### src/rtl/addr_gen_pkg.sv
// Shared types and helpers for the scaled/mirrored frame-buffer address generator.
// Contents: default geometry, view_mode_t (latched mirror/flip pair), step_calc() constant function.
// No ports; imported by scaled_mirror_addr_gen.
package addr_gen_pkg;

   localparam int DEF_SRC_W   = 320;
   localparam int DEF_SRC_H   = 240;
   localparam int DEF_DST_W   = 1024;
   localparam int DEF_DST_H   = 768;
   localparam int DEF_H_CNT_W = 11;
   localparam int DEF_V_CNT_W = 10;
   localparam int DEF_ADDR_W  = 17;
   localparam int DEF_FRAC_W  = 16;

   typedef struct packed {
      logic mirror;
      logic flip;
   } view_mode_t;

   // Fixed-point source step per destination pixel: floor(src * 2**frac / dst).
   function automatic int unsigned step_calc(input int unsigned src,
                                             input int unsigned dst,
                                             input int unsigned frac);
      longint unsigned num;
      num = 64'(src) << frac;
      return 32'(num / 64'(dst));
   endfunction

endpackage

### src/rtl/axis_dda.sv
// Single-axis DDA: accumulates STEP per advance, reports the integer source position.
// Ports: clk_in/rst_in (async active-high), restart (position 0 now), advance (step after this sample),
//        pos (integer part for the current sample), carry (integer part increments on this advance).
module axis_dda #(
   parameter int unsigned STEP   = 20480,
   parameter int          FRAC_W = 16,
   parameter int          INT_W  = 9
) (
   input  logic             clk_in,
   input  logic             rst_in,
   input  logic             restart,
   input  logic             advance,
   output logic [INT_W-1:0] pos,
   output logic             carry
);

   localparam int ACC_W = INT_W + FRAC_W;
   localparam logic [ACC_W-1:0] STEP_V = ACC_W'(STEP);

   logic [ACC_W-1:0] acc;
   logic [ACC_W-1:0] acc_sum;

   assign acc_sum = acc + STEP_V;

   // acc always holds the value for the *next* sample, so a restart must force
   // the current position to zero combinationally.
   assign pos   = restart ? '0 : acc[ACC_W-1:FRAC_W];

   // Upscale only (STEP <= 2**FRAC_W), so the integer part moves by at most one.
   assign carry = advance && !restart &&
                  (acc_sum[ACC_W-1:FRAC_W] != acc[ACC_W-1:FRAC_W]);

   always_ff @(posedge clk_in or posedge rst_in) begin
      if (rst_in) begin
         acc <= '0;
      end else if (restart) begin
         acc <= advance ? STEP_V : '0;
      end else if (advance) begin
         acc <= acc_sum;
      end
   end

endmodule

### src/rtl/scaled_mirror_addr_gen.sv
// Maps timing counters to an upscaled, optionally mirrored/flipped frame-buffer read address.
// Ports: clk_in/rst_in (async active-high); hcount_in/vcount_in; mirror_in/flip_in (latched at frame start);
//        pixel_addr_out/addr_valid_out two register stages after the counters; sync_err_out sticky flag.
// Optional hcount discontinuity detection is built when SCALED_ADDR_SYNC_CHECK_EN is defined.
module scaled_mirror_addr_gen
   import addr_gen_pkg::*;
#(
   parameter int SRC_W   = DEF_SRC_W,
   parameter int SRC_H   = DEF_SRC_H,
   parameter int DST_W   = DEF_DST_W,
   parameter int DST_H   = DEF_DST_H,
   parameter int H_CNT_W = DEF_H_CNT_W,
   parameter int V_CNT_W = DEF_V_CNT_W,
   parameter int ADDR_W  = DEF_ADDR_W,
   parameter int FRAC_W  = DEF_FRAC_W
) (
   input  logic               clk_in,
   input  logic               rst_in,
   input  logic [H_CNT_W-1:0] hcount_in,
   input  logic [V_CNT_W-1:0] vcount_in,
   input  logic               mirror_in,
   input  logic               flip_in,
   output logic [ADDR_W-1:0]  pixel_addr_out,
   output logic               addr_valid_out,
   output logic               sync_err_out
);

   localparam int unsigned STEP_X = step_calc(SRC_W, DST_W, FRAC_W);
   localparam int unsigned STEP_Y = step_calc(SRC_H, DST_H, FRAC_W);
   // The accumulator reaches DST*STEP (<= SRC*2**FRAC_W) after the last active step.
   localparam int XI_W = $clog2(SRC_W + 1);
   localparam int YI_W = $clog2(SRC_H + 1);

   localparam logic [H_CNT_W:0]   H_ACT       = (H_CNT_W + 1)'(DST_W);
   localparam logic [V_CNT_W:0]   V_ACT       = (V_CNT_W + 1)'(DST_H);
   localparam logic [H_CNT_W-1:0] H_END       = H_CNT_W'(DST_W - 1);
   localparam logic [ADDR_W-1:0]  A_SRC_W     = ADDR_W'(SRC_W);
   localparam logic [ADDR_W-1:0]  A_LAST_COL  = ADDR_W'(SRC_W - 1);
   localparam logic [ADDR_W-1:0]  A_FLIP_BASE = ADDR_W'((SRC_H - 1) * SRC_W);

   if (SRC_W > DST_W || SRC_H > DST_H) begin : g_geom_chk
      $fatal(1, "scaled_mirror_addr_gen: only upscale or 1:1 geometry is supported");
   end
   if ((64'd1 << ADDR_W) < 64'(SRC_W * SRC_H)) begin : g_addr_chk
      $fatal(1, "scaled_mirror_addr_gen: ADDR_W too small for SRC_W*SRC_H");
   end

   logic              frame_start;
   logic              x_restart;
   logic              h_active;
   logic              v_active;
   logic              line_end;
   logic              h_bad;
   view_mode_t        mode_in;
   view_mode_t        mode_q;
   view_mode_t        mode_cur;
   logic              locked_q;
   logic              lock_cur;
   logic [XI_W-1:0]   x_pos;
   logic              x_carry;
   logic [YI_W-1:0]   y_pos;
   logic              y_carry;
   logic [ADDR_W-1:0] row_init;
   logic [ADDR_W-1:0] row_base_q;
   logic [ADDR_W-1:0] row_base_cur;
   logic [ADDR_W-1:0] col_cur;
   logic [ADDR_W-1:0] col_s1;
   logic [ADDR_W-1:0] row_s1;
   logic              valid_s1;

   assign frame_start = (hcount_in == '0) && (vcount_in == '0);
   assign x_restart   = (hcount_in == '0);
   assign h_active    = {1'b0, hcount_in} < H_ACT;
   assign v_active    = {1'b0, vcount_in} < V_ACT;
   assign line_end    = (hcount_in == H_END) && v_active;

   // At the frame-start sample the live inputs take effect immediately;
   // everywhere else the latched copy is used so a frame never tears.
   assign mode_in  = {mirror_in, flip_in};
   assign mode_cur = frame_start ? mode_in : mode_q;
   assign lock_cur = (frame_start | locked_q) & ~h_bad;

   assign row_init     = mode_cur.flip ? A_FLIP_BASE : '0;
   assign row_base_cur = frame_start ? row_init : row_base_q;
   assign col_cur      = mode_cur.mirror ? (A_LAST_COL - ADDR_W'(x_pos)) : ADDR_W'(x_pos);

   axis_dda #(
      .STEP   (STEP_X),
      .FRAC_W (FRAC_W),
      .INT_W  (XI_W)
   ) u_x_dda (
      .clk_in  (clk_in),
      .rst_in  (rst_in),
      .restart (x_restart),
      .advance (h_active),
      .pos     (x_pos),
      .carry   (x_carry)
   );

   axis_dda #(
      .STEP   (STEP_Y),
      .FRAC_W (FRAC_W),
      .INT_W  (YI_W)
   ) u_y_dda (
      .clk_in  (clk_in),
      .rst_in  (rst_in),
      .restart (frame_start),
      .advance (line_end),
      .pos     (y_pos),
      .carry   (y_carry)
   );

   // Rows come from the carry-driven row base; columns need no carry.
   logic unused_dda;
   assign unused_dda = &{1'b0, x_carry, y_pos};

   always_ff @(posedge clk_in or posedge rst_in) begin
      if (rst_in) begin
         mode_q         <= '0;
         locked_q       <= 1'b0;
         row_base_q     <= '0;
         col_s1         <= '0;
         row_s1         <= '0;
         valid_s1       <= 1'b0;
         pixel_addr_out <= '0;
         addr_valid_out <= 1'b0;
      end else begin
         if (frame_start) begin
            mode_q <= mode_in;
         end
         locked_q <= lock_cur;

         // Row base tracks row*SRC_W (or its flipped image) for the next line.
         if (frame_start) begin
            row_base_q <= row_init;
         end else if (y_carry) begin
            row_base_q <= mode_q.flip ? (row_base_q - A_SRC_W) : (row_base_q + A_SRC_W);
         end

         col_s1   <= col_cur;
         row_s1   <= row_base_cur;
         valid_s1 <= h_active & v_active & lock_cur;

         addr_valid_out <= valid_s1;
         if (valid_s1) begin
            pixel_addr_out <= row_s1 + col_s1;
         end
      end
   end

`ifdef SCALED_ADDR_SYNC_CHECK_EN
   logic [H_CNT_W-1:0] prev_h;
   logic               prev_seen;
   logic               sync_err_q;

   // prev_seen keeps the first sample after reset from being judged against a stale value.
   assign h_bad = prev_seen && (hcount_in != '0) && (hcount_in != prev_h + H_CNT_W'(1));

   always_ff @(posedge clk_in or posedge rst_in) begin
      if (rst_in) begin
         prev_h     <= '0;
         prev_seen  <= 1'b0;
         sync_err_q <= 1'b0;
      end else begin
         prev_h    <= hcount_in;
         prev_seen <= 1'b1;
         if (h_bad) begin
            sync_err_q <= 1'b1;
         end
      end
   end

   assign sync_err_out = sync_err_q;
`else
   assign h_bad        = 1'b0;
   assign sync_err_out = 1'b0;
`endif

endmodule

### config.mk
export PLATFORM = sky130hd
export DESIGN_NAME = scaled_mirror_addr_gen
export DESIGN_NICKNAME = d
export VERILOG_FILES = /design/src/rtl/addr_gen_pkg.sv /design/src/rtl/axis_dda.sv /design/src/rtl/scaled_mirror_addr_gen.sv
export SDC_FILE = /design/constraint.sdc
export NUM_CORES = 1
export LEC_CHECK = 0
export ABC_CLOCK_PERIOD_IN_PS = 3050
export BUFFER_PORTS_ARGS = -buffer_cell sky130_fd_sc_hd__buf_2
export CAP_MARGIN = 15
export CORE_ASPECT_RATIO = 0.5
export CORE_MARGIN = 4
export CORE_UTILIZATION = 58
export DETAILED_ROUTE_END_ITERATION = 12
export GPL_ROUTABILITY_DRIVEN = 0
export GPL_TIMING_DRIVEN = 0
export PLACE_DENSITY = 0.79
export SYNTH_ARGS = -nofsm -noshare
export SYNTH_HDL_FRONTEND = slang
export SYNTH_SLANG_ARGS = --single-unit
### constraint.sdc
create_clock -name clk_in -period 3.05 [get_ports clk_in]
set_input_delay 0.1525 -clock clk_in [delete_from_list [all_inputs] [get_ports clk_in]]
set_output_delay 0.1525 -clock clk_in [all_outputs]
set_load 0.005 [all_outputs]
Yosys cells after proc, flatten, opt, wreduce, memory -nomap -nowiden. Index checks and enable logic that the tools add are counted.

Bits of input ports: 25. Output and inout bits: 19. Word-level logic and storage cells: 48. Register bits after elaboration: 122.

Reductions and logical operators: 10. Multiplexer cells: 14. $lt $le $gt $ge: 2. Add/sub/neg operators: 6. Bitwise gates (word level): 3. Equality and inequality tests: 2.

Operators by type and width (count): 17-bit 2-to-1 mux (6); 25-bit 2-to-1 mux (2); 24-bit 2-to-1 mux (2); 15-bit 2-to-1 mux (2); 25-bit by 15-bit adder with 25-bit output (second input constant) (1); 24-bit by 15-bit adder with 24-bit output (second input constant) (1); 17-bit adder (1); 17-bit by 9-bit adder with 17-bit output (second input constant) (1); 17-bit by 9-bit subtractor with 17-bit output (second input constant) (1); 11-bit by 10-bit equality test with 1-bit output (second input constant) (1); 11-bit logical NOT (1); 11-bit less-than comparator (second input constant) (1); 10-bit logical NOT (1); 10-bit less-than comparator (second input constant) (1); 9-bit by 9-bit subtractor with 10-bit output (first input constant) (1); 9-bit 2-to-1 mux (1); 8-bit inequality test (1); 2-bit nonzero test (3); 1-bit logical AND (4); 1-bit AND (2); 2-bit 2-to-1 mux (1); 1-bit logical NOT (1); 1-bit OR (1).

Depth between registers and ports, before layout. Gate-level depths: netlist of the first run.

Word-level depth: 7. Mapped depth: 9. Depth with buffers taken out: 8.

Modules after synthesis. Synthesis of the first run repeated with hierarchy kept, for this count alone.

Cell total of the unflattened synthesis: 463. Area, all modules: 4689.5 µm².

Modules (own cells, without submodules): scaled_mirror_addr_gen (instances 1, sequential area each 1376.3 µm², area each 3265.6 µm², cells an instance 314); axis_dda at u_x_dda (instances 1, sequential area each 325.3 µm², area each 740.7 µm², cells an instance 79); axis_dda at u_y_dda (instances 1, sequential area each 300.3 µm², area each 683.2 µm², cells an instance 70).

Worst setup path before layout of the first run. OpenSTA, ideal clock, no wires.

Path kind: register -> register. Start point: reg mode_q[0] (netlist name). End point: reg row_base_q[16]. Data arrival time: 2.292 ns. Setup time: 0.082 ns. Buffers on the path: 0. Required time: 2.968 ns. Clock period less this slack: 2.374 ns. Setup slack: 0.676 ns. Cell stages (with the launch flop): 9. Cell sequence: dfrtp_1 > inv_1 > fa_1 > nor2b_1 > o31ai_2 > a211oi_1 > nor3_1 > or4_1 > a31oi_1.

Longest elaborated chain between the ends: 3.

RTL lines: from (decl) (line scaled_mirror_addr_gen.sv:55) `view_mode_t mode_q;`; from (signal assigned) (line scaled_mirror_addr_gen.sv:129) `mode_q <= mode_in;`; 17-bit 2-to-1 mux or 2-bit 2-to-1 mux (tied branches); 17-bit 2-to-1 mux (on tied branches) (line scaled_mirror_addr_gen.sv:136, scaled_mirror_addr_gen.sv:83); 17-bit 2-to-1 mux (*) (line scaled_mirror_addr_gen.sv:134) `if (frame_start) begin`; to (signal assigned) (line scaled_mirror_addr_gen.sv:135) `row_base_q <= row_init;`; to (signal assigned) (line scaled_mirror_addr_gen.sv:137) `row_base_q <= mode_q.flip ? (row_base_q - A_SRC_W) : (row_base_q + A_SRC_W);`; to (decl) (line scaled_mirror_addr_gen.sv:64) `logic [ADDR_W-1:0] row_base_q;`.

Mark *: on every way between the ends. The rest lies on a longest branch, timed or not. The select of a mux whose other input is x is not followed. A chain may end at the register's enable or synchronous reset.

Worst setup path in the final report of the first run. Same ends and word-level chain as after synthesis.

==> tab_implementation.tex, run 1 <==
\begin{tabular}{lr}
\hline
Metric & Value \\
\hline
\multicolumn{2}{l}{\textbf{Min path}} \\
Hold Path Class & in2reg \\
\multicolumn{2}{l}{\textbf{Clock tree}} \\
Num CTS Buffers & 9 \\
CTS max path bufs & 2 \\
Source-to-sink clock delay at the later pin of the worst-skew pair & 330 ps \\
Num Clock Sinks & 72 \\
Number of cells upsized or downsized after cts & 0 \\
Hold\_buf cts & 1 \\
Clock tree from TritonCTS & built \\
CTS clock-pin slew for the worst setup and hold paths & 60 ps \\
Post-CTS setup-driven buffer insertion count & 0 \\
Level count of the clock H-tree & 3 \\
Cell at the root of the clock tree & sky130\_fd\_sc\_hd\_\_clkbuf\_16 \\
\multicolumn{2}{l}{\textbf{Detailed routing}} \\
WL/cell & 15.33 um \\
Total vias in the final route & 3037 \\
Detailed router's first-iteration violation count & about 270 \\
Residual DRC & 0 \\
Number of vias per cell after detailed routing & between 5 and 6 \\
Drt total wl & 8124 um \\
TritonRoute pass-1 iters & 5 \\
Number of nets with antenna violations after detailed routing & 0 \\
\multicolumn{2}{l}{\textbf{Die}} \\
Starting utilization of the core area & 0.6135 \\
DIE HEIGHT & 65.41 um \\
I/O pin count & 44 \\
Placeable Area & approximately 6200 um2 \\
Die footprint & $\sim$8000 um2 \\
Std-Cell Rows & 20 \\
Die Width & 122.8 um \\
\multicolumn{2}{l}{\textbf{Synthesis}} \\
Distinct cells, synth & between 40 and 50 \\
Avg Inst Size Synth & 10.01 um2 \\
Post-synthesis instance total & 382 \\
Synth async-reset ratio & 1.000 \\
Sequential area share after synthesis & 0.4714 \\
Post-synth EDFFs & 0 \\
Area share of the largest cell type after synthesis & 0.4714 \\
Yosys reg bits & 72 \\
Yosys warning count & 0 \\
Biggest area contributors in the synthesized netlist & sky130\_fd\_sc\_hd\_\_dfrtp\_1 47\%, sky130\_fd\_sc\_hd\_\_ha\_1 7.5\%, sky130\_fd\_sc\_hd\_\_a21oi\_1 3.9\%, sky130\_fd\_sc\_hd\_\_xnor2\_1 3.9\%, sky130\_fd\_sc\_hd\_\_xor2\_1 3.7\% \\
Yosys top cell by area & sky130\_fd\_sc\_hd\_\_dfrtp\_1 \\
Combined area of all synthesized cells & 3822 um2 \\
Synth Flop Type & sky130\_fd\_sc\_hd\_\_dfrtp\_1 \\
\multicolumn{2}{l}{\textbf{Run status}} \\
Outcome & finished, final reports clean \\
\multicolumn{2}{l}{\textbf{Global route}} \\
First-pass GRT wire length & 14260 um \\
Vias in the first global route & 3021 \\
Initial antenna violation count & 0 \\
Sum of overflow across all layers after global routing & 0 \\
Global Route Usage Sum & 0.2287 \\
Largest net degree at the start of global routing & 47 \\
\multicolumn{2}{l}{\textbf{Timing}} \\
Maximum clock rate & about 0.36 GHz \\
Hold violation count in the final report & 0 \\
Tightest slew margin relative to the limit & 0.6270 \\
Worst Max-Slew Pin Slew & roughly 560 ps \\
Number of max-slew violations in the final report & 0 \\
Setup TNS & 0 ps \\
Final worst clock skew & 4.827 ps \\
Minimum hold slack & 83.74 ps \\
Final clock period utilization by the worst path & 0.9100 \\
Unrepaired setup endpoints after global routing & false \\
Setup-violating endpoint count in the final report & 0 \\
Shortest period the worst path allows & about 2800 ps \\
\multicolumn{2}{l}{\textbf{Setup path}} \\
Critical-path cell list & inv\_1, fa\_1, nor2b\_1, o31ai\_2, a211oi\_1, nor3\_1, or4\_1, a31oi\_1 \\
Critical path peak fanout & 11 \\
Worst Setup End Kind & register \\
Launching element type of the critical path & register \\
Crit path DAT & 3020 ps \\
Path type of the worst setup path & reg2reg \\
Required time reported for the critical path endpoint & 3290 ps \\
Worst path max stage delay & 610 ps \\
Cell at the slowest stage of the critical path & sky130\_fd\_sc\_hd\_\_dfrtp\_1 \\
\multicolumn{2}{l}{\textbf{Power}} \\
Peak supply drop & 0.0002882 V \\
Static Leak & $\sim$2.3 nW \\
Power density over the cells & approximately 540 nW/um2 \\
\multicolumn{2}{l}{\textbf{Cells and area}} \\
Most frequent standard cell in the layout excluding fill and tap cells & sky130\_fd\_sc\_hd\_\_dfrtp\_1 \\
Final nets & 486 \\
Most frequent cells in the layout & 72 x sky130\_fd\_sc\_hd\_\_dfrtp\_1, 41 x sky130\_fd\_sc\_hd\_\_buf\_2, 37 x sky130\_fd\_sc\_hd\_\_nand2\_1 \\
Ant diodes & 0 \\
Proportion of layout cells with a drive suffix above 1 & 0.1652 \\
Synth-to-layout area growth & 16.73\% \\
\multicolumn{2}{l}{\textbf{Place}} \\
DPL Wire Length & a little under 6000 um \\
Port Buffers & between 40 and 50 \\
\multicolumn{2}{l}{\textbf{Run}} \\
Total of max-cap violations & 0 \\
\hline
\end{tabular}
## cell type report
cell class | instances | area, um2
buffer | 14 | 63.81
clock buffer | 11 | 232.7
clock inverter | 5 | 57.56
fill | 437 | 1769
inverter | 9 | 33.78
multi-input combinational | 288 | 1927
sequential | 72 | 1802
tap | 88 | 110.1
timing repair buffer | 43 | 235.2
## Yosys cell counts, types with 2 or more instances
master                     instances
sky130_fd_sc_hd__dfrtp_1          72
sky130_fd_sc_hd__nand2_1          37
sky130_fd_sc_hd__nor2_1           33
sky130_fd_sc_hd__a21oi_1          30
sky130_fd_sc_hd__ha_1             23
sky130_fd_sc_hd__xnor2_1          17
sky130_fd_sc_hd__xor2_1           16
sky130_fd_sc_hd__o21ai_0          15
sky130_fd_sc_hd__clkbuf_1         12
sky130_fd_sc_hd__mux2_2           11
sky130_fd_sc_hd__a31oi_1          10
sky130_fd_sc_hd__inv_1             9
sky130_fd_sc_hd__o21ai_1           9
sky130_fd_sc_hd__nand3_1           8
sky130_fd_sc_hd__o21a_1            8
sky130_fd_sc_hd__and2_1            7
sky130_fd_sc_hd__a21o_1            6
sky130_fd_sc_hd__nor3_1            6
sky130_fd_sc_hd__nand4_1           5
sky130_fd_sc_hd__or3_1             5
sky130_fd_sc_hd__and3_1            4
sky130_fd_sc_hd__nor4_1            4
sky130_fd_sc_hd__a211oi_1          3
sky130_fd_sc_hd__mux2i_1           3
sky130_fd_sc_hd__o211ai_1          3
sky130_fd_sc_hd__nand2b_1          2
sky130_fd_sc_hd__nor2b_1           2
sky130_fd_sc_hd__o21bai_1          2
sky130_fd_sc_hd__o31ai_1           2
## path summary, 6_finish.rpt
| path | depth (start not counted) | from | to | slack [ps] |
|---|---|---|---|---|
| worst max register to register | 8 | mode_q[0] | row_base_q[16] | 270 |
| worst min-delay path | 2 | hcount_in[10] | u_x_dda.acc[13] | 80 |
| worst max-delay path | 8 | mode_q[0] | row_base_q[16] | 270 |
| worst min register to register | 1 | locked_q | locked_q | 460 |
| max in group asynchronous | 4 | rst_in | u_y_dda.acc[14] | 1990 |
| min in group asynchronous | 3 | rst_in | pixel_addr_out[0] | 420 |
## power by group
part	internal, mW	switching [mW]	leakage (nW)
Clock	0.633	0.382	0.143
Sequential	1.05	0.0894	0.942
Combinational	0.124	0.138	1.16
Total	1.80	0.610	2.25
## state kept, by name, indices dropped and copies added, names as in the netlist
signal	count
row_s1	11
row_base_q	11
mode_q	2
valid_s1	1
pixel_addr_out	17
u_y_dda.acc	5
col_s1	10
locked_q	1
u_x_dda.acc	13
addr_valid_out	1
## worst max-delay path, delay by kind of cell, from the launching register on
family	cells	cell delay, ps
compound gates	3	620
fa+ha+maj	1	470
buf+inv	1	170
flops	1	610
simple gates	3	810
## cell families (layout without fill, tap and decap cells)
family / Yosys count / in the layout / share of synthesized area
flops: 72 / 72 / 0.4714
simple gates: 119 / 119 / 0.1502
fa+ha+maj: 24 / 24 / 0.08052
buf+inv: 23 / 82 / 0.02553
other cells: 1 / 2 / 0.0009811
mux: 15 / 15 / 0.04419
xor+xnor: 33 / 33 / 0.07561
compound gates: 95 / 95 / 0.1516
## per-stage QoR
step / instance area, um2 / worst slack, ps / utilization / cells / power [mW]
floorplan: 3826 / 676.1 / - / 383 / 1.315
global placement: 4141 / 426.4 / 0.6647 / 512 / 1.365
detailed placement: 4161 / 334.9 / 0.6679 / 513 / 1.399
CTS: 4462 / 315.1 / 0.7161 / 530 / 2.428
global route: 4462 / 32.61 / 0.7161 / 530 / 2.528
finish: 4462 / 274.6 / 0.7161 / 530 / 2.412
## per-layer routing
metal / up-vias / global-route usage / wire, um
met2: 75 / 0.3685 / 3906
met5: - / 0 / 0
li1: 1464 / - / -
met3: 21 / 0.06535 / 448
met4: 0 / 0.08229 / 164
met1: 1477 / 0.2970 / 3604
Power figures use the tool's default switching activity.
==> run 2: changes to the inputs <==
--- a/config.mk
+++ b/config.mk
@@ -15,6 +15,7 @@
 export GPL_ROUTABILITY_DRIVEN = 0
 export GPL_TIMING_DRIVEN = 0
 export PLACE_DENSITY = 0.79
+export SLEW_MARGIN = 20
 export SYNTH_ARGS = -nofsm -noshare
 export SYNTH_HDL_FRONTEND = slang
 export SYNTH_SLANG_ARGS = --single-unit
==> constraint.sdc (replaced) <==
create_clock -name clk_in -period 3.05 [get_ports clk_in]
set_input_delay 0.915 -clock clk_in [delete_from_list [all_inputs] [get_ports clk_in]]
set_output_delay 0.915 -clock clk_in [all_outputs]
set_load 0.005 [all_outputs]
==> tab_implementation.tex, run 2 (synthesis gave the netlist of run 1 again) <==
\begin{tabular}{lr}
\hline
Metric & Value \\
\hline
\multicolumn{2}{l}{\textbf{Clock tree}} \\
Num CTS Buffers & 9 (unchanged) \\
Hold\_buf cts & 0 (-1) \\
Source-to-sink clock delay at the later pin of the worst-skew pair & 330 ps (about the same) \\
Level count of the clock H-tree & 3 (unchanged) \\
CTS max path bufs & 2 (unchanged) \\
Cell at the root of the clock tree & sky130\_fd\_sc\_hd\_\_clkbuf\_16 \\
Clock tree from TritonCTS & built \\
Num Clock Sinks & 72 (unchanged) \\
CTS clock-pin slew for the worst setup and hold paths & 50 ps (about the same) \\
Post-CTS setup-driven buffer insertion count & 0 (unchanged) \\
Number of cells upsized or downsized after cts & 0 (unchanged) \\
\multicolumn{2}{l}{\textbf{Power}} \\
Portion of total power attributed to combinational logic & 0.105 (-0.004) \\
Switching share of power & 0.2480 (-0.004841) \\
Clk network pwr share & 0.427 (+0.006) \\
Power Internal & 1.818 mW (+0.86\%) \\
Part of the power in registers & 0.468 (-0.002) \\
Power density over the cells & 540.9 nW/um2 (about the same) \\
Static Leak & 2.254 nW (+0.18\%) \\
Peak supply drop & 0.0003192 V (+11\%) \\
Net switching power figure & 0.5993 mW (-1.7\%) \\
\multicolumn{2}{l}{\textbf{Place}} \\
DPL Wire Length & 5738 um (-1.5\%) \\
Port Buffers & 41 (unchanged) \\
\multicolumn{2}{l}{\textbf{Timing}} \\
Final clock period utilization by the worst path & 0.8959 (-0.01412) \\
Hold violation count in the final report & 0 (unchanged) \\
Maximum clock rate & 0.3660 GHz (+1.6\%) \\
Number of max-slew violations in the final report & 0 (unchanged) \\
Worst Max-Slew Pin Slew & 554.6 ps (-4.153 ps) \\
Setup TNS & 0 ps (unchanged) \\
Tightest slew margin relative to the limit & 0.6252 (-0.001729) \\
Unrepaired setup endpoints after global routing & false \\
Final worst clock skew & 7.214 ps (+2.387 ps) \\
Setup-violating endpoint count in the final report & 0 (unchanged) \\
Shortest period the worst path allows & 2732 ps (-43.07 ps) \\
\multicolumn{2}{l}{\textbf{Detailed routing}} \\
Number of nets with antenna violations after detailed routing & 0 (unchanged) \\
Number of vias per cell after detailed routing & 5.784 (+0.94\%) \\
Total vias in the final route & 3054 (+0.56\%) \\
WL/cell & 15.31 um (about the same) \\
TritonRoute pass-1 iters & 5 (unchanged) \\
Residual DRC & 0 (unchanged) \\
Drt total wl & 8086 um (-0.47\%) \\
Detailed router's first-iteration violation count & 203 (-25\%) \\
\multicolumn{2}{l}{\textbf{Setup path}} \\
Worst path max stage delay & 610 ps (about the same) \\
Critical path peak fanout & 11 (unchanged) \\
Required time reported for the critical path endpoint & 3310 ps (+20 ps) \\
Worst Setup End Kind & register \\
Path type of the worst setup path & reg2reg \\
Critical-path cell list & inv\_1, fa\_1, nor2b\_1, o31ai\_2, a211oi\_1, nor3\_1, or4\_1, a31oi\_1 \\
Launching element type of the critical path & register \\
Crit path DAT & 2990 ps (-30 ps) \\
Cell at the slowest stage of the critical path & sky130\_fd\_sc\_hd\_\_dfrtp\_1 \\
\multicolumn{2}{l}{\textbf{Die}} \\
Die Width & 122.8 um (unchanged) \\
Starting utilization of the core area & 0.6135 (unchanged) \\
Std-Cell Rows & 20 (unchanged) \\
Placeable Area & 6231 um2 (unchanged) \\
DIE HEIGHT & 65.41 um (unchanged) \\
Die footprint & 8032 um2 (unchanged) \\
I/O pin count & 44 (unchanged) \\
\multicolumn{2}{l}{\textbf{Cells and area}} \\
Most frequent standard cell in the layout excluding fill and tap cells & sky130\_fd\_sc\_hd\_\_dfrtp\_1 \\
Synth-to-layout area growth & 16.89\% \\
Final nets & 485 (-0.21\%) \\
Utilization after layout & 0.7171 (+0.001004) \\
Largest reg by FF count & pixel\_addr\_out \\
Area taken by multi-input logic gates & 1927 um2 (unchanged) \\
Proportion of layout cells with a drive suffix above 1 & 0.1682 (+0.003023) \\
Most frequent cells in the layout & 72 x sky130\_fd\_sc\_hd\_\_dfrtp\_1, 41 x sky130\_fd\_sc\_hd\_\_buf\_2, 37 x sky130\_fd\_sc\_hd\_\_nand2\_1 \\
Largest registers in the final layout & pixel\_addr\_out x17, u\_x\_dda.acc x13 \\
Total area of sequential cells & 1802 um2 (unchanged) \\
Number of flip-flops in the largest register & 17 (unchanged) \\
Filler cell count & 443 (+1.4\%) \\
Ant diodes & 0 (unchanged) \\
\multicolumn{2}{l}{\textbf{Global route}} \\
Largest net degree at the start of global routing & 58 (+23\%) \\
Vias in the first global route & 2973 (-1.6\%) \\
Initial antenna violation count & 0 (unchanged) \\
Global Route Usage Sum & 0.2235 (-0.005111) \\
Sum of overflow across all layers after global routing & 0 (unchanged) \\
First-pass GRT wire length & 13840 um (-3.0\%) \\
\multicolumn{2}{l}{\textbf{Run}} \\
Total of max-cap violations & 0 (unchanged) \\
\multicolumn{2}{l}{\textbf{Run status}} \\
Outcome & finished, final reports clean \\
\multicolumn{2}{l}{\textbf{Min path}} \\
Hold Path Class & reg2reg \\
\hline
\end{tabular}
[run 2: cell count changes in the layout (fill, tap and decap cells not counted), sizes merged]
cell / previous run / this run
dlygate4sd3: 1 / 0
clkbuf: 23 / 22
[run 2: area by class of cell]
class,count,share of cell area
Clock buffer,10,0.05349
Multi-Input combinational cell,288,0.4313
Sequential cell,72,0.4032
Clock inverter,5,0.01288
Buffer,14,0.01428
Tap cell,88,0.02464
Timing Repair Buffer,42,0.05209
Inverter,9,0.008121
[run 2: worst paths after layout]
kind	startpoint	slack (ps)	cells after the start	endpoint
hold reg to reg	locked_q	460	1	locked_q
setup / recovery	mode_q[0]	320	8	row_base_q[16]
min in group asynchronous	rst_in	500	2	pixel_addr_out[2]
max in group asynchronous	rst_in	2020	3	row_base_q[7]
hold / removal	locked_q	460	1	locked_q
setup reg to reg	mode_q[0]	320	8	row_base_q[16]
[run 2: routing by layer]
layer | track usage | part of all wire
met5 | 0 | 0
met1 | 0.2819 | 0.45
met4 | 0.08089 | 0.022
met2 | 0.3637 | 0.47
met3 | 0.07223 | 0.062
[run 2: stage by stage]
step | worst slack, ps | instance area [um2] | std cells | power, mW | hold WS (ps)
after floorplan | 310.1 | 3826 | 383 | 1.315 | 424.7
after global placement | -336.1 | 4141 | 512 | 1.365 | 439.9
after detailed placement | 297.0 | 4172 | 513 | 1.396 | 446.4
after CTS | 334.5 | 4468 | 528 | 2.440 | 459.6
after global routing | 115.3 | 4468 | 528 | 2.533 | 491.2
final | 317.6 | 4468 | 528 | 2.417 | 458.4
[run 2: power by group through the flow]
stage | clock network, mW | logic (mW) | registers (mW)
6_report | 1.03 | 0.255 | 1.13
2_1_floorplan | 0 | 0.195 | 1.12
5_1_grt | 1.10 | 0.290 | 1.14
4_1_cts | 1.05 | 0.258 | 1.13
3_3_place_gp | 0 | 0.231 | 1.13
3_5_place_dp | 0 | 0.252 | 1.14
[run 2: critical path: cells and delay by family (launching register included)]
family	cells	cell delay, ps
AND/OR/NAND/NOR	3	800
flip-flops	1	610
AO/OA/AOI/OAI	3	590
adder cells (fa/ha/maj)	1	480
buffers and inverters	1	170
==> run 3: changes to the inputs <==
--- a/config.mk
+++ b/config.mk
@@ -10,11 +10,11 @@
 export CAP_MARGIN = 15
 export CORE_ASPECT_RATIO = 0.5
 export CORE_MARGIN = 4
-export CORE_UTILIZATION = 58
+export CORE_UTILIZATION = 35
 export DETAILED_ROUTE_END_ITERATION = 12
 export GPL_ROUTABILITY_DRIVEN = 0
 export GPL_TIMING_DRIVEN = 0
-export PLACE_DENSITY = 0.79
+export MAX_ROUTING_LAYER = met4
 export SLEW_MARGIN = 20
 export SYNTH_ARGS = -nofsm -noshare
 export SYNTH_HDL_FRONTEND = slang
==> tab_implementation.tex, run 3 (synthesis gave the netlist of run 1 again) <==
\begin{tabular}{lr}
\hline
Metric & Value \\
\hline
\multicolumn{2}{l}{\textbf{Cells and area}} \\
Proportion of layout cells with a drive suffix above 1 & 0.1678 (-0.0003814) \\
Synth-to-layout area growth & 18.49\% \\
Total area of sequential cells & 1802 um2 (unchanged) \\
Area taken by multi-input logic gates & 1927 um2 (unchanged) \\
Largest reg by FF count & pixel\_addr\_out \\
Count of placed standard cells in the final layout, fillers left out & 582 (+10\%) \\
Filler cell count & 1016 (+130\%) \\
Most frequent cells in the layout & 72 x sky130\_fd\_sc\_hd\_\_dfrtp\_1, 41 x sky130\_fd\_sc\_hd\_\_buf\_2, 37 x sky130\_fd\_sc\_hd\_\_nand2\_1 \\
Post-Layout Inst Area & 4529 um2 (+1.4\%) \\
Final nets & 485 (unchanged) \\
Number of flip-flops in the largest register & 17 (unchanged) \\
Most frequent standard cell in the layout excluding fill and tap cells & sky130\_fd\_sc\_hd\_\_dfrtp\_1 \\
Largest registers in the final layout & pixel\_addr\_out x17, u\_x\_dda.acc x13 \\
\multicolumn{2}{l}{\textbf{Global route}} \\
First-pass GRT wire length & 12930 um (-6.6\%) \\
Sum of overflow across all layers after global routing & 0 (unchanged) \\
Largest net degree at the start of global routing & 44 (-24\%) \\
Vias in the first global route & 2654 (-11\%) \\
Initial antenna violation count & 1 (+1) \\
Global Route Usage Sum & 0.1338 (-0.08977) \\
\multicolumn{2}{l}{\textbf{Timing}} \\
Setup-violating endpoint count in the final report & 0 (unchanged) \\
Number of max-slew violations in the final report & 0 (unchanged) \\
Shortest period the worst path allows & 2731 ps (-1.676 ps) \\
Worst Max-Slew Pin Slew & 560.2 ps (+5.606 ps) \\
Final clock period utilization by the worst path & 0.8953 (about the same) \\
Hold violation count in the final report & 0 (unchanged) \\
Setup TNS & 0 ps (unchanged) \\
Maximum clock rate & 0.3662 GHz (about the same) \\
Tightest slew margin relative to the limit & 0.6215 (-0.003788) \\
Unrepaired setup endpoints after global routing & false \\
Final setup margin & 319.3 ps (+1.676 ps) \\
Final worst clock skew & 5.147 ps (-2.068 ps) \\
\multicolumn{2}{l}{\textbf{Detailed routing}} \\
Detailed router's first-iteration violation count & 134 (-34\%) \\
Drt total wl & 7558 um (-6.5\%) \\
Number of vias per cell after detailed routing & 4.921 (-15\%) \\
Number of nets with antenna violations after detailed routing & 0 (unchanged) \\
Total vias in the final route & 2864 (-6.2\%) \\
WL/cell & 12.99 um (-15\%) \\
TritonRoute pass-1 iters & 4 (-1) \\
Residual DRC & 0 (unchanged) \\
\multicolumn{2}{l}{\textbf{Run status}} \\
Outcome & finished, final reports clean \\
\multicolumn{2}{l}{\textbf{Run}} \\
Total of max-cap violations & 0 (unchanged) \\
\multicolumn{2}{l}{\textbf{Clock tree}} \\
Post-CTS setup-driven buffer insertion count & 0 (unchanged) \\
Number of cells upsized or downsized after cts & 0 (unchanged) \\
Hold\_buf cts & 0 (unchanged) \\
Num CTS Buffers & 9 (unchanged) \\
Level count of the clock H-tree & 3 (unchanged) \\
CTS max path bufs & 2 (unchanged) \\
Num Clock Sinks & 72 (unchanged) \\
Cell at the root of the clock tree & sky130\_fd\_sc\_hd\_\_clkbuf\_16 \\
Clock tree from TritonCTS & built \\
Source-to-sink clock delay at the later pin of the worst-skew pair & 330 ps (about the same) \\
CTS clock-pin slew for the worst setup and hold paths & 60 ps (about the same) \\
\multicolumn{2}{l}{\textbf{Place}} \\
DPL Wire Length & 5665 um (-1.3\%) \\
Port Buffers & 41 (unchanged) \\
Number of placed cells counting well taps & 565 (+10\%) \\
Area after DPL & 4229 um2 (+1.4\%) \\
Worst slack after detailed placement & 199.6 ps (-97.37 ps) \\
\multicolumn{2}{l}{\textbf{Setup path}} \\
Required time reported for the critical path endpoint & 3300 ps (about the same) \\
Launch instance of the worst register-to-register path & mode\_q[0] \\
Critical-path cell list & inv\_1, fa\_1, nor2b\_1, o31ai\_2, a211oi\_1, nor3\_1, or4\_1, a31oi\_1 \\
Cell at the slowest stage of the critical path & sky130\_fd\_sc\_hd\_\_dfrtp\_1 \\
Crit path DAT & 2980 ps (about the same) \\
R2R Setup Slk & 320 ps (about the same) \\
Path type of the worst setup path & reg2reg \\
Endpoint of the lowest-slack register-to-register path & row\_base\_q[16] \\
Worst path max stage delay & 600 ps (about the same) \\
Worst Setup End Kind & register \\
Critical path peak fanout & 11 (unchanged) \\
Launching element type of the critical path & register \\
R2R depth & 8 (unchanged) \\
\multicolumn{2}{l}{\textbf{Power}} \\
Peak supply drop & 0.0002298 V (-28\%) \\
Static Leak & 2.246 nW (-0.38\%) \\
Power density over the cells & 531.9 nW/um2 (-1.7\%) \\
\multicolumn{2}{l}{\textbf{Die}} \\
Die Width & 155.8 um (+27\%) \\
Std-Cell Rows & 26 (+30\%) \\
Die footprint & 12760 um2 (+59\%) \\
Starting utilization of the core area & 0.3672 (-0.2463) \\
DIE HEIGHT & 81.90 um (+25\%) \\
Placeable Area & 10410 um2 (+67\%) \\
I/O pin count & 44 (unchanged) \\
\multicolumn{2}{l}{\textbf{Min path}} \\
Capture endpoint of the worst hold path & locked\_q \\
Instance count along the most critical hold path & 1 (unchanged) \\
Hold Path Class & reg2reg \\
Origin of the worst min-delay path & locked\_q \\
\hline
\end{tabular}
## run 3: stage by stage
stage	hold slack (ps)	utilization	power, mW
floorplan	424.7	-	1.315
global placement	439.6	0.4041	1.375
detailed placement	447.5	0.4063	1.391
CTS	460.1	0.4349	2.447
global route	482.9	0.4351	2.539
finish	454.6	0.4351	2.409
## run 3: final cells by class
class,count,share of cell area
antenna,1,0.0005525
buffer,14,0.01409
clock buffer,10,0.05055
clock inverter,6,0.01519
inverter,9,0.008011
multi-input combinational,288,0.4254
sequential,72,0.3978
tap,140,0.03867
timing repair buffer,42,0.04972
## run 3: per-layer routing
layer	GRT usage	part of all wire
met4	0.04716	0.012
met1	0.1758	0.50
met2	0.1957	0.44
met3	0.04211	0.053
met5	-	0
## run 3: power by group
part,total [mW],internal [mW],switching (mW)
sequential,1.13,1.04,0.0816
combinational,0.247,0.122,0.124
clock,1.04,0.637,0.400
## run 3: worst max path at each step
| stage | startpoint | end | slack (ps) | depth (start not counted) |
|---|---|---|---|---|
| after global routing | mode_q[0] | row_base_q[16] | 50 | 8 |
| after floorplan | rst_in | addr_valid_out | 310 | 1 |
| after global placement | rst_in | row_base_q[13] | -580 | 2 |
| after detailed placement | hcount_in[7] | row_s1[7] | 200 | 7 |
| final | mode_q[0] | row_base_q[16] | 320 | 8 |
| after CTS | mode_q[0] | row_base_q[16] | 300 | 8 |
## run 3: critical path, delay by kind of cell, from the launching register on
family | cells | cell delay [ps]
compound gates | 3 | 620
fa+ha+maj | 1 | 470
buf+inv | 1 | 160
simple gates | 3 | 790
flops | 1 | 600
